### config.mk
export PLATFORM = sky130hd
export DESIGN_NAME = if_id_queue_flat
export DESIGN_NICKNAME = d
export VERILOG_FILES = /design/src/rtl/pipe_pkg.sv /design/src/rtl/if_id_queue_if.sv /design/src/rtl/if_id_queue_predecode.sv /design/src/rtl/if_id_queue.sv /design/src/flat_wrapper.sv
export SDC_FILE = /design/constraint.sdc
export NUM_CORES = 1
export LEC_CHECK = 0
export BUFFER_PORTS_ARGS = -buffer_cell sky130_fd_sc_hd__buf_4
export CORE_MARGIN = 2
export CORE_UTILIZATION = 52
export CTS_BUF_LIST = sky130_fd_sc_hd__clkbuf_16
export DETAILED_ROUTE_END_ITERATION = 10
export PLACE_DENSITY = 0.81
export SETUP_SLACK_MARGIN = 0.1
export SYNTH_ARGS = -nofsm -noshare
export SYNTH_HDL_FRONTEND = slang
export SYNTH_SLANG_ARGS = --single-unit
### constraint.sdc
create_clock -name clk -period 4.5 [get_ports clk]
set_clock_uncertainty 0.2 [all_clocks]
set_input_delay 0.225 -clock clk [delete_from_list [all_inputs] [get_ports clk]]
set_output_delay 0.225 -clock clk [all_outputs]
set_load 0.01 [all_outputs]
### src/rtl/pipe_pkg.sv
// Shared pipeline definitions for the fetch/decode boundary.
// Optional macro IFID_PREDECODE_EN adds a predecoded control-flow bit to each packet.
package pipe_pkg;

  localparam int XLEN = 32;
  // addi x0,x0,0: what decode sees while nothing is buffered
  localparam logic [XLEN-1:0] NOP_INSTR = 32'h00000013;

  localparam logic [6:0] OP_BRANCH = 7'b1100011;
  localparam logic [6:0] OP_JAL    = 7'b1101111;
  localparam logic [6:0] OP_JALR   = 7'b1100111;

  typedef struct packed {
`ifdef IFID_PREDECODE_EN
    logic            ctrl;
`endif
    logic [XLEN-1:0] instr;
    logic [XLEN-1:0] pc;
  } fetch_pkt_t;

  // Queue state is implied by the entry count; this names it for debug
  typedef enum logic [1:0] {
    Q_EMPTY   = 2'd0,
    Q_PARTIAL = 2'd1,
    Q_FULL    = 2'd2
  } q_state_t;

endpackage

### src/rtl/if_id_queue_if.sv
// Fetch-to-decode bundle for if_id_queue.
// Optional macro IFID_PREDECODE_EN adds id_is_ctrl.
//
// Handshake: a transfer on either side happens at a rising edge where the
// producer's valid and the consumer's ready are both high. if_ready depends
// only on registered state (no pass-through), id_* are registered outputs,
// and a valid side never depends on its own ready.
interface if_id_queue_if #(
  parameter int DEPTH = 2,
  parameter int XLEN  = pipe_pkg::XLEN
);
  localparam int OCC_W = $clog2(DEPTH + 1);

  logic                 if_valid;
  logic [XLEN-1:0]      if_instr;
  logic [XLEN-1:0]      if_pc;
  logic                 if_ready;
  logic                 id_valid;
  logic [XLEN-1:0]      id_instr;
  logic [XLEN-1:0]      id_pc;
  logic                 id_ready;
  logic [OCC_W-1:0]     occupancy;
  pipe_pkg::q_state_t   dbg_state;
`ifdef IFID_PREDECODE_EN
  logic                 id_is_ctrl;
`endif

  // The queue itself
  modport slave (
    input  if_valid, if_instr, if_pc, id_ready,
    output if_ready, id_valid, id_instr, id_pc, occupancy, dbg_state
`ifdef IFID_PREDECODE_EN
    , output id_is_ctrl
`endif
  );

  // Fetch and decode stages surrounding the queue
  modport master (
    output if_valid, if_instr, if_pc, id_ready,
    input  if_ready, id_valid, id_instr, id_pc, occupancy, dbg_state
`ifdef IFID_PREDECODE_EN
    , input id_is_ctrl
`endif
  );

endinterface

### src/rtl/if_id_queue_predecode.sv
// Opcode classifier: flags branches, JAL and JALR so decode can react early.
// Only instantiated when IFID_PREDECODE_EN is defined.
module ifid_predecode
  import pipe_pkg::*;
(
  input  logic [6:0] opcode,
  output logic       is_ctrl
);

  // Control-flow opcodes redirect fetch; everything else is straight-line
  always_comb begin
    is_ctrl = 1'b0;
    case (opcode)
      OP_BRANCH, OP_JAL, OP_JALR: is_ctrl = 1'b1;
      default:                    is_ctrl = 1'b0;
    endcase
  end

endmodule

### src/rtl/if_id_queue.sv
// IF/ID decoupling queue: small circular buffer of {instr, pc} between
// fetch and decode. Flush empties it for a taken branch/jump.
// Optional macro IFID_PREDECODE_EN stores a predecoded control-flow bit per
// entry and presents it on id_is_ctrl.
// DEPTH must be a power of two, at least 2, so pointers wrap naturally.
module if_id_queue #(
  parameter int              DEPTH     = 2,
  parameter int              XLEN      = pipe_pkg::XLEN,
  parameter logic [XLEN-1:0] NOP_INSTR = pipe_pkg::NOP_INSTR
) (
  input  logic          clk,
  input  logic          reset,
  input  logic          flush,
  if_id_queue_if.slave  q
);
  import pipe_pkg::*;

  localparam int PTR_W = $clog2(DEPTH);
  localparam int CNT_W = $clog2(DEPTH + 1);
  localparam logic [CNT_W-1:0] FULL_CNT = CNT_W'(DEPTH);

  fetch_pkt_t       mem_q [DEPTH];
  fetch_pkt_t       mem_d [DEPTH];
  logic [PTR_W-1:0] wr_ptr_q, wr_ptr_d;
  logic [PTR_W-1:0] rd_ptr_q, rd_ptr_d;
  logic [CNT_W-1:0] count_q, count_d;

  fetch_pkt_t wr_pkt;
  fetch_pkt_t head;
  logic       empty;
  logic       push;
  logic       pop;

  assign empty      = (count_q == '0);
  // Ready comes from registered count only: a full queue never accepts,
  // even when decode drains an entry in the same cycle.
  assign q.if_ready = (count_q != FULL_CNT);
  assign q.id_valid = !empty;
  assign push       = q.if_valid && q.if_ready && !flush;
  assign pop        = q.id_valid && q.id_ready && !flush;
  assign q.occupancy = count_q;

`ifdef IFID_PREDECODE_EN
  logic push_is_ctrl;

  ifid_predecode u_predecode (
    .opcode  (q.if_instr[6:0]),
    .is_ctrl (push_is_ctrl)
  );
`endif

  // Pack the incoming fetch into a storage entry
  always_comb begin
    wr_pkt       = '0;
    wr_pkt.instr = q.if_instr;
    wr_pkt.pc    = q.if_pc;
`ifdef IFID_PREDECODE_EN
    wr_pkt.ctrl  = push_is_ctrl;
`endif
  end

  // Next-state: flush wins over handshakes; otherwise advance on push/pop
  always_comb begin
    mem_d    = mem_q;
    wr_ptr_d = wr_ptr_q;
    rd_ptr_d = rd_ptr_q;
    count_d  = count_q;
    if (flush) begin
      wr_ptr_d = '0;
      rd_ptr_d = '0;
      count_d  = '0;
    end else begin
      if (push) begin
        mem_d[wr_ptr_q] = wr_pkt;
        wr_ptr_d        = wr_ptr_q + PTR_W'(1);
      end
      if (pop) begin
        rd_ptr_d = rd_ptr_q + PTR_W'(1);
      end
      case ({push, pop})
        2'b10:   count_d = count_q + CNT_W'(1);
        2'b01:   count_d = count_q - CNT_W'(1);
        default: count_d = count_q;
      endcase
    end
  end

  // Head presentation, masked to a NOP bubble while empty
  always_comb begin
    head       = mem_q[rd_ptr_q];
    q.id_instr = empty ? NOP_INSTR : head.instr;
    q.id_pc    = empty ? '0 : head.pc;
`ifdef IFID_PREDECODE_EN
    q.id_is_ctrl = empty ? 1'b0 : head.ctrl;
`endif
    if (empty)                  q.dbg_state = Q_EMPTY;
    else if (count_q == FULL_CNT) q.dbg_state = Q_FULL;
    else                        q.dbg_state = Q_PARTIAL;
  end

  // Pointer/count registers; reset overrides flush and handshakes
  always_ff @(posedge clk) begin
    if (reset) begin
      wr_ptr_q <= '0;
      rd_ptr_q <= '0;
      count_q  <= '0;
    end else begin
      wr_ptr_q <= wr_ptr_d;
      rd_ptr_q <= rd_ptr_d;
      count_q  <= count_d;
    end
  end

  // Entry storage: no reset needed, outputs are masked while empty
  always_ff @(posedge clk) begin
    mem_q <= mem_d;
  end

endmodule

### src/flat_wrapper.sv
// flat-port wrapper written by rule: the top's interface ports become plain ports
module if_id_queue_flat import pipe_pkg::*;
#(
  parameter int              DEPTH     = 2,
  parameter int              XLEN      = pipe_pkg::XLEN,
  parameter logic [XLEN-1:0] NOP_INSTR = pipe_pkg::NOP_INSTR
)
  (clk, reset, flush, q_if_valid, q_if_instr, q_if_pc, q_id_ready, q_if_ready, q_id_valid, q_id_instr, q_id_pc, q_occupancy, q_dbg_state);
  if_id_queue_if #(.DEPTH(DEPTH), .XLEN(XLEN)) q_i ();
  input  logic clk;
  input  logic reset;
  input  logic flush;
  input wire logic [$bits(q_i.if_valid)-1:0] q_if_valid;
  input wire logic [$bits(q_i.if_instr)-1:0] q_if_instr;
  input wire logic [$bits(q_i.if_pc)-1:0] q_if_pc;
  input wire logic [$bits(q_i.id_ready)-1:0] q_id_ready;
  output wire logic [$bits(q_i.if_ready)-1:0] q_if_ready;
  output wire logic [$bits(q_i.id_valid)-1:0] q_id_valid;
  output wire logic [$bits(q_i.id_instr)-1:0] q_id_instr;
  output wire logic [$bits(q_i.id_pc)-1:0] q_id_pc;
  output wire logic [$bits(q_i.occupancy)-1:0] q_occupancy;
  output wire logic [$bits(q_i.dbg_state)-1:0] q_dbg_state;
  assign q_i.if_valid = q_if_valid;
  assign q_i.if_instr = q_if_instr;
  assign q_i.if_pc = q_if_pc;
  assign q_i.id_ready = q_id_ready;
  assign q_if_ready = q_i.if_ready;
  assign q_id_valid = q_i.id_valid;
  assign q_id_instr = q_i.id_instr;
  assign q_id_pc = q_i.id_pc;
  assign q_occupancy = q_i.occupancy;
  assign q_dbg_state = q_i.dbg_state;
  if_id_queue #(.DEPTH(DEPTH), .XLEN(XLEN), .NOP_INSTR(NOP_INSTR)) u_core (.clk(clk), .reset(reset), .flush(flush), .q(q_i));
endmodule
==> flow_summary.ini, run 1 <==
[run_status]
status = complete, no violations

[synth]
ys_seq_area_frac = 0.7801
ys_ff_latch = 132
syn_avg_cell_area_um2 = 16.88
synth_cell_types = 22
ys_warn_count = 0
synth_area_mm2 = 0.005030
synthCells = 298
syn_nets = 368

[floorplanning]
die_area_mm2 = 0.01048
initial_core_util = 0.5392
dieHeight_um = 102.4
die_w_um = 102.4
coreArea_mm2 = 0.009328
pin_count = 139
rows = 35

[finish]
design_area_mm2 = 0.007467
mostFrequentLayoutCell = buf_4
final_cell_mix = 141 x buf_4, 128 x edfxtp_1, 67 x dlygate4sd3_1, 64 x nor2_1, 64 x mux2i_1
layout-drive-gt1-share = 0.3346
nets = 580
synthToLayoutAreaGrowth_pct = 48.46
antenna_cells = 0

[timing]
max_freq_mhz = 393.1
relSlewSlack = 0.2356
hold_violations = 0
timing.final.crit_share = 0.5653
drv_slew = 0
worstMarginPinSlew_ps = 1147
grt_setup_unrepaired = false
min_period_ps = 2544
setup_viol = 0
tns_ps = 0

[clock_network]
cts-root-buf = clkbuf_16
clk_pin_slew_ps = 50
max-clock-path-buffers = 2
cts_made_buffers = 17
cts-htree-levels = 4
clock-sinks = 132
clock_latency_ps = 400
cts_tree = yes

[placement]
io_buffer_count = 138
place.gp.congestion = 0.7971
hpwl_um = 5686
dpl_cell_area_mm2 = 0.006182

[critical_path]
crit_path_end_kind = output port
path_cells = mux2i_1, nor2_1, buf_4
slowest_delay_ps = 1050
cp.required_ps = 4070
cp_max_fo = 65
path_class = register to output port
cp_top_family = flip-flops
startpoint_type = register
path_buf_inv = 1
slowest_stage = dfxtp_4
cp.arrival_ps = 2120
reg2reg_slack_ps = 2050

[global_route]
grt.total_usage = 0.2035
first_global_vias = 3190
grt_max_degree = 66
grt_pass1_wl_um = 15430
antenna_found_initial = 0
grt-ovfl-total = 0

[drt]
viasPerCell = 4.787
wirelength_um = 10320
drc = 0
first_iter_violations = 145
first_pass_iters = 5
via_count = 3121
ant_nets = 0
wl_per_cell_um = 15.82

[flow_run]
max_cap_viol_count = 0

[hold_path]
hold_class = input port to register

[power]
cellPowerDensity_mw_per_mm2 = 402.6
p_leak_nw = 2.770
peakVddDrop_mv = 0.2700
-- flip-flops by register name, summed over array words and instances (netlist names) --
register / count
u_core.mem_q: 128
u_core.q.occupancy: 2
u_core.rd_ptr_q: 1
u_core.wr_ptr_q: 1
-- report_power, final --
part	internal [W]	total (W)	switching, W
combinational	0.000117	0.000206	0.0000882
sequential	0.00139	0.00140	0.0000131
clock	0.000920	0.00140	0.000478
total	0.00243	0.00301	0.000580
-- cell type report --
cell class,count,area (um^2)
Multi-Input combinational cell,148,1023
Tap cell,129,161.4
Timing Repair Buffer,208,1729
Fill cell,515,1861
Sequential cell,132,3928
Inverter,3,11.26
Clock inverter,15,188.9
Clock buffer,17,425.4
-- Yosys cell counts (all sizes together) --
master / count / share of area
ha: 1 / 0.0025
o21ai: 2 / 0.0020
or3: 1 / 0.0012
edfxtp: 128 / 0.76
nor2: 67 / 0.050
mux2i: 64 / 0.13
clkbuf: 1 / 0.00075
inv: 3 / 0.0022
a21o: 1 / 0.0015
nand3b: 1 / 0.0015
nand2b: 1 / 0.0012
dfxtp: 4 / 0.016
or2: 1 / 0.0012
xnor2: 1 / 0.0017
nand3: 1 / 0.00099
xor2: 2 / 0.0035
nand2: 3 / 0.0022
buf: 14 / 0.017
a21oi: 2 / 0.0020
-- worst register-to-register path: stages, from the launching register on --
cell      delay, ps
dfxtp_1         520
nand2b_1        260
nand3b_1        250
nor2_4          140
buf_4           660
-- metal layers --
layer,wire length [um],global-route usage,part of all wire
met5,0,0,0
met4,45,0.05846,0.0044
met3,659,0.06088,0.064
met2,5385,0.3598,0.52
met1,4227,0.2427,0.41
-- worst paths after layout --
kind	start	endpoint	cells after the start
hold reg to reg	u_core.q.occupancy[1]$_SDFFE_PP0P_	u_core.q.occupancy[1]$_SDFFE_PP0P_	2
hold / removal	q_id_ready	u_core.rd_ptr_q$_SDFFE_PP0P_	4
setup / recovery	u_core.rd_ptr_q$_SDFFE_PP0P_	q_id_pc[0]	3
setup reg to reg	u_core.q.occupancy[0]$_SDFFE_PP0P_	u_core.mem_q[55]$_DFFE_PP_	4
-- through the flow --
stage          cells  hold WS [ps]  setup WS (ps)    util  power [W]
2_1_floorplan    298         123.9          230.4       -   0.001488
3_3_place_gp     553         210.8           2186  0.6628   0.001578
3_5_place_dp     553         212.8           2074  0.6628   0.001584
4_1_cts          652         15.65           1948  0.8005   0.003025
5_1_grt          652         72.05           1821  0.8005   0.003104
6_report         652         53.63           1956  0.8005   0.003006
-- what timing repair did --
action / in CTS / in global routing
hold endpoints to repair: 132 / 0
setup buffers: 0 / 0
hold buffers: 67 / 0
resized for setup: 0 / 0
-- kinds of logic (layout without fill, tap and decap cells) --
| logic type | Yosys count | count (layout) | share of synthesized area |
|---|---|---|---|
| flip-flops | 132 | 132 | 0.7801 |
| AND/OR/NAND/NOR | 75 | 75 | 0.05896 |
| multiplexers | 64 | 64 | 0.1274 |
| buffers and inverters | 18 | 243 | 0.02040 |
| AO/OA/AOI/OAI | 5 | 5 | 0.005471 |
| XOR/XNOR | 3 | 3 | 0.005225 |
| adder cells (fa/ha/maj) | 1 | 1 | 0.002487 |
Power figures use the tool's default switching activity.
==> run 2, diff against run 1 <==
CORE_UTILIZATION = 47   (was 52)
PLACE_DENSITY = 0.78   (was 0.81)
clock period = 2.3 ns   (was 4.5 ns; I/O delays follow)
==> flow_summary.ini, run 2 (synthesized netlist as in run 1, its figures left out) <==
[run_status]
status = complete, no violations

[timing]
hold_violations = 0
grt_setup_unrepaired = false
timing.final.crit_share = 0.8868
relSlewSlack = 0.6702
worstMarginPinSlew_ps = 494.7
setup_viol = 0
max_freq_mhz = 490.3
drv_slew = 0
min_period_ps = 2040
tns_ps = 0

[finish]
nets = 582
layout-drive-gt1-share = 0.3359
final_cell_mix = 138 x buf_4, 128 x edfxtp_1, 68 x dlygate4sd3_1, 64 x nor2_1, 64 x mux2i_1
synthToLayoutAreaGrowth_pct = 49.75
mostFrequentLayoutCell = buf_4
largest_reg_flops = 128
fillCellCount = 649
largest_register = u_core.mem_q
antenna_cells = 0
fin_util = 0.7264

[critical_path]
cp.required_ps = 1990
cp_max_fo = 65
path_class = register to output port
cp.arrival_ps = 1720
crit_path_end_kind = output port
startpoint_type = register

[drt]
viasPerCell = 4.844
wl_per_cell_um = 16.00
drc = 0
wirelength_um = 10560
ant_nets = 0
via_count = 3197
first_pass_iters = 4
first_iter_violations = 172

[floorplanning]
die_area_mm2 = 0.01155
initial_core_util = 0.4850
die_w_um = 107.5
dieHeight_um = 107.5
rows = 37
coreArea_mm2 = 0.01037
pin_count = 139

[power]
report.power.total_w = 0.005830
p_leak_nw = 2.810
peakVddDrop_mv = 0.5946
p_switching_w = 0.001096
power_frac_comb = 0.072
sw_frac_of_total = 0.1880
cellPowerDensity_mw_per_mm2 = 774.0
seqPwrFrac = 0.469
p_int_w = 0.004734
power.clock.fraction = 0.459

[clock_network]
clock-sinks = 132
cts_setup_buffers = 0
cts_resized = 0
clock_latency_ps = 400
clk_pin_slew_ps = 50
max-clock-path-buffers = 2
cts-htree-levels = 4
cts-root-buf = clkbuf_16
cts_tree = yes
cts_made_buffers = 17

[global_route]
grt-ovfl-total = 0
grt.total_usage = 0.1876
first_global_vias = 3291
antenna_found_initial = 0
grt_pass1_wl_um = 15970
grt_max_degree = 66

[placement]
hpwl_um = 5629
io_buffer_count = 138
place.gp.congestion = 0.7776

[flow_run]
max_cap_viol_count = 0

[hold_path]
hold_class = input port to register
==> run 2: changes by cell type in the layout (fill, tap and decap cells not counted), moves of 3 or more <==
cell,change
buf_4,-3
buf_12,+4
clkinvlp_4,-4
clkinv_2,+3
==> run 2: layout make-up <==
class	count	area [um^2]	area share
Sequential cell	132	3929	0.5216
Timing Repair Buffer	210	1797	0.2385
Inverter	3	11.26	0.001495
Tap cell	136	170.2	0.02259
Clock inverter	14	168.9	0.02243
Multi-Input combinational cell	148	1031	0.1369
Clock buffer	17	425.4	0.05648
==> run 2: power groups by stage <==
| stage | clock network, W | logic [W] | registers [W] |
|---|---|---|---|
| 3_5_place_dp | 0 | 0.000322 | 0.00278 |
| 5_1_grt | 0.00284 | 0.000451 | 0.00274 |
| 4_1_cts | 0.00273 | 0.000416 | 0.00273 |
| 3_3_place_gp | 0 | 0.000313 | 0.00278 |
| 2_1_floorplan | 0 | 0.000129 | 0.00278 |
| 6_report | 0.00268 | 0.000418 | 0.00274 |
==> run 2: what timing repair did <==
action / CTS / global route
setup endpoints to repair: 0 / 1
endpoints found under the hold margin: 132 / 3
hold buffers: 68 / 1
==> run 2: worst max-delay path: stages, from the launching register on <==
cell,delay [ps]
dfxtp_4,350
buf_12,350
mux2i_1,300
nor2_1,90
buf_4,160
==> run 2: routing by layer <==
metal	GRT usage	vias to the layer above	routed length, um
met5	0	-	0
met4	0.06685	0	123
met3	0.05811	11	528
met2	0.3278	110	5566
met1	0.2187	1549	4339
li1	-	1527	-
==> run 2: path summary, 6_finish.rpt <==
path	to	cells after the start	start	slack [ps]
hold / removal	u_core.q.occupancy[0]$_SDFFE_PP0P_	6	q_id_ready	200
setup reg to reg	u_core.q.occupancy[1]$_SDFFE_PP0P_	5	u_core.q.occupancy[0]$_SDFFE_PP0P_	320
hold reg to reg	u_core.q.occupancy[0]$_SDFFE_PP0P_	2	u_core.q.occupancy[0]$_SDFFE_PP0P_	420
setup / recovery	q_id_pc[16]	4	u_core.rd_ptr_q$_SDFFE_PP0P_	260
==> run 2: per-stage QoR <==
| stage | setup WS [ps] | cells | hold WS, ps | area [um^2] |
|---|---|---|---|---|
| floorplan | -146.5 | 298 | 13.87 | 5057 |
| CTS | 166.0 | 660 | 137.1 | 7532 |
| detailed placement | 334.1 | 561 | 102.5 | 6257 |
| finish | 260.4 | 660 | 198.1 | 7532 |
| global route | 196.5 | 660 | 225.9 | 7532 |
| global placement | 397.0 | 561 | 100.0 | 6257 |
==> run 3, diff against run 2 <==
CORE_ASPECT_RATIO = 1.5   (was default)
==> flow_summary.ini, run 3 (synthesized netlist as in run 1, its figures left out) <==
[floorplanning]
dieHeight_um = 130.7
initial_core_util = 0.4802
rows = 46
die_area_mm2 = 0.01156
pin_count = 139
coreArea_mm2 = 0.01048
die_w_um = 88.47

[timing]
max_freq_mhz = 484.6
min_period_ps = 2064
drv_slew = 0
worstMarginPinSlew_ps = 526.0
relSlewSlack = 0.6493
setup_slack_ps = 236.5
hold_violations = 0
timing.final.crit_share = 0.8972
grt_setup_unrepaired = false
tns_ps = 0
setup_viol = 0
whs_ps = 135.1

[drt]
ant_nets = 0
wl_per_cell_um = 15.47
drc = 0
via_count = 3237
first_iter_violations = 149
wirelength_um = 10410
viasPerCell = 4.810
first_pass_iters = 4

[global_route]
grt_pass1_wl_um = 15480
antenna_found_initial = 0
grt.total_usage = 0.1854
grt-ovfl-total = 0
grt_max_degree = 40
first_global_vias = 3264

[finish]
final_cell_mix = 142 x buf_4, 128 x edfxtp_1, 68 x dlygate4sd3_1, 64 x nor2_1, 64 x mux2i_1
synthToLayoutAreaGrowth_pct = 50.00
fillCellCount = 666
largest_reg_flops = 128
antenna_cells = 0
largest_register = u_core.mem_q
mostFrequentLayoutCell = buf_4
nets = 586
fin_util = 0.7203
layout-drive-gt1-share = 0.3422

[critical_path]
crit_path_end_kind = output port
cp_max_fo = 31
path_class = register to output port
cp-startpoint = u_core.rd_ptr_q$_SDFFE_PP0P_
worst_r2r_startpoint = u_core.q.occupancy[0]$_SDFFE_PP0P_
reg2reg_slack_ps = 310
startpoint_type = register
cp.arrival_ps = 1750
critical_path.endpoint = q_id_pc[26]
timing.rr.end = u_core.q.occupancy[1]$_SDFFE_PP0P_
cp.required_ps = 1990
rr_worst_depth = 5

[flow_run]
max_cap_viol_count = 0

[hold_path]
hold_class = input port to register
min_from = flush

[placement]
place.gp.congestion = 0.7058
hpwl_um = 6277
io_buffer_count = 138
dp_slack_ps = 332.3

[power]
peakVddDrop_mv = 0.7904
p_leak_nw = 2.792
cellPowerDensity_mw_per_mm2 = 751.3

[clock_network]
cts-htree-levels = 4
clk_pin_slew_ps = 50
clock-sinks = 132
max-clock-path-buffers = 2
cts-root-buf = clkbuf_16
cts_tree = yes
clock_latency_ps = 400
cts_setup_buffers = 0
cts_made_buffers = 17

[run_status]
status = complete, no violations
[run 3: cell count changes in the layout (fill, tap and decap cells not counted)]
cell	previous run	this run
buf_4	138	142
clkinvlp_4	0	4
clkinv_2	5	2
bufinv_16	4	2
clkinv_4	1	2
inv_6	0	1
[run 3: power by group]
group	internal, W	switching (W)	leakage, nW
clock	0.00158	0.000934	0.269
sequential	0.00272	0.0000182	1.21
combinational	0.000240	0.000181	1.31
[run 3: layout make-up]
class	instances	area (um^2)	area share
repair buffers	214	1827	0.2421
well taps	144	180.2	0.02388
clock buffers	17	425.4	0.05638
clock inverters	15	141.4	0.01874
multi-input cells	148	1031	0.1367
flip-flops and latches	132	3929	0.5207
inverters	3	11.26	0.001493
[run 3: metal layers]
layer,wire (um),vias up,share of wire,track usage
met3,464,18,0.045,0.05653
met4,245,0,0.024,0.08289
met2,6025,117,0.58,0.3529
li1,-,1539,-,-
met5,0,-,0,0
met1,3676,1563,0.35,0.1776
[run 3: timing repair]
| item | in CTS | in global routing |
|---|---|---|
| hold endpoints to repair | 132 | 0 |
| resized for setup | 0 | 0 |
| endpoints found under the setup margin | 0 | 0 |
| hold buffers | 68 | 0 |
[run 3: worst min-delay path by stage]
stage / to / cells past startpoint
5_1_grt: u_core.q.occupancy[0]$_SDFFE_PP0P_ / 5
2_1_floorplan: u_core.mem_q[0]$_DFFE_PP_ / 0
3_5_place_dp: u_core.mem_q[80]$_DFFE_PP_ / 1
3_3_place_gp: u_core.mem_q[73]$_DFFE_PP_ / 1
4_1_cts: u_core.q.occupancy[0]$_SDFFE_PP0P_ / 5
6_report: u_core.q.occupancy[0]$_SDFFE_PP0P_ / 5
[run 3: worst max-delay path, stage by stage (launching register included)]
cell     delay [ps]
dfxtp_4         350
buf_4           440
mux2i_1         320
nor2_1           70
buf_4           160
[run 3: through the flow]
step | cell area (um^2) | instances | power (W)
after floorplan | 5057 | 298 | 0.002910
after global placement | 6297 | 573 | 0.003096
after detailed placement | 6297 | 573 | 0.003109
after CTS | 7545 | 673 | 0.005707
after global routing | 7545 | 673 | 0.005891
final | 7545 | 673 | 0.005668
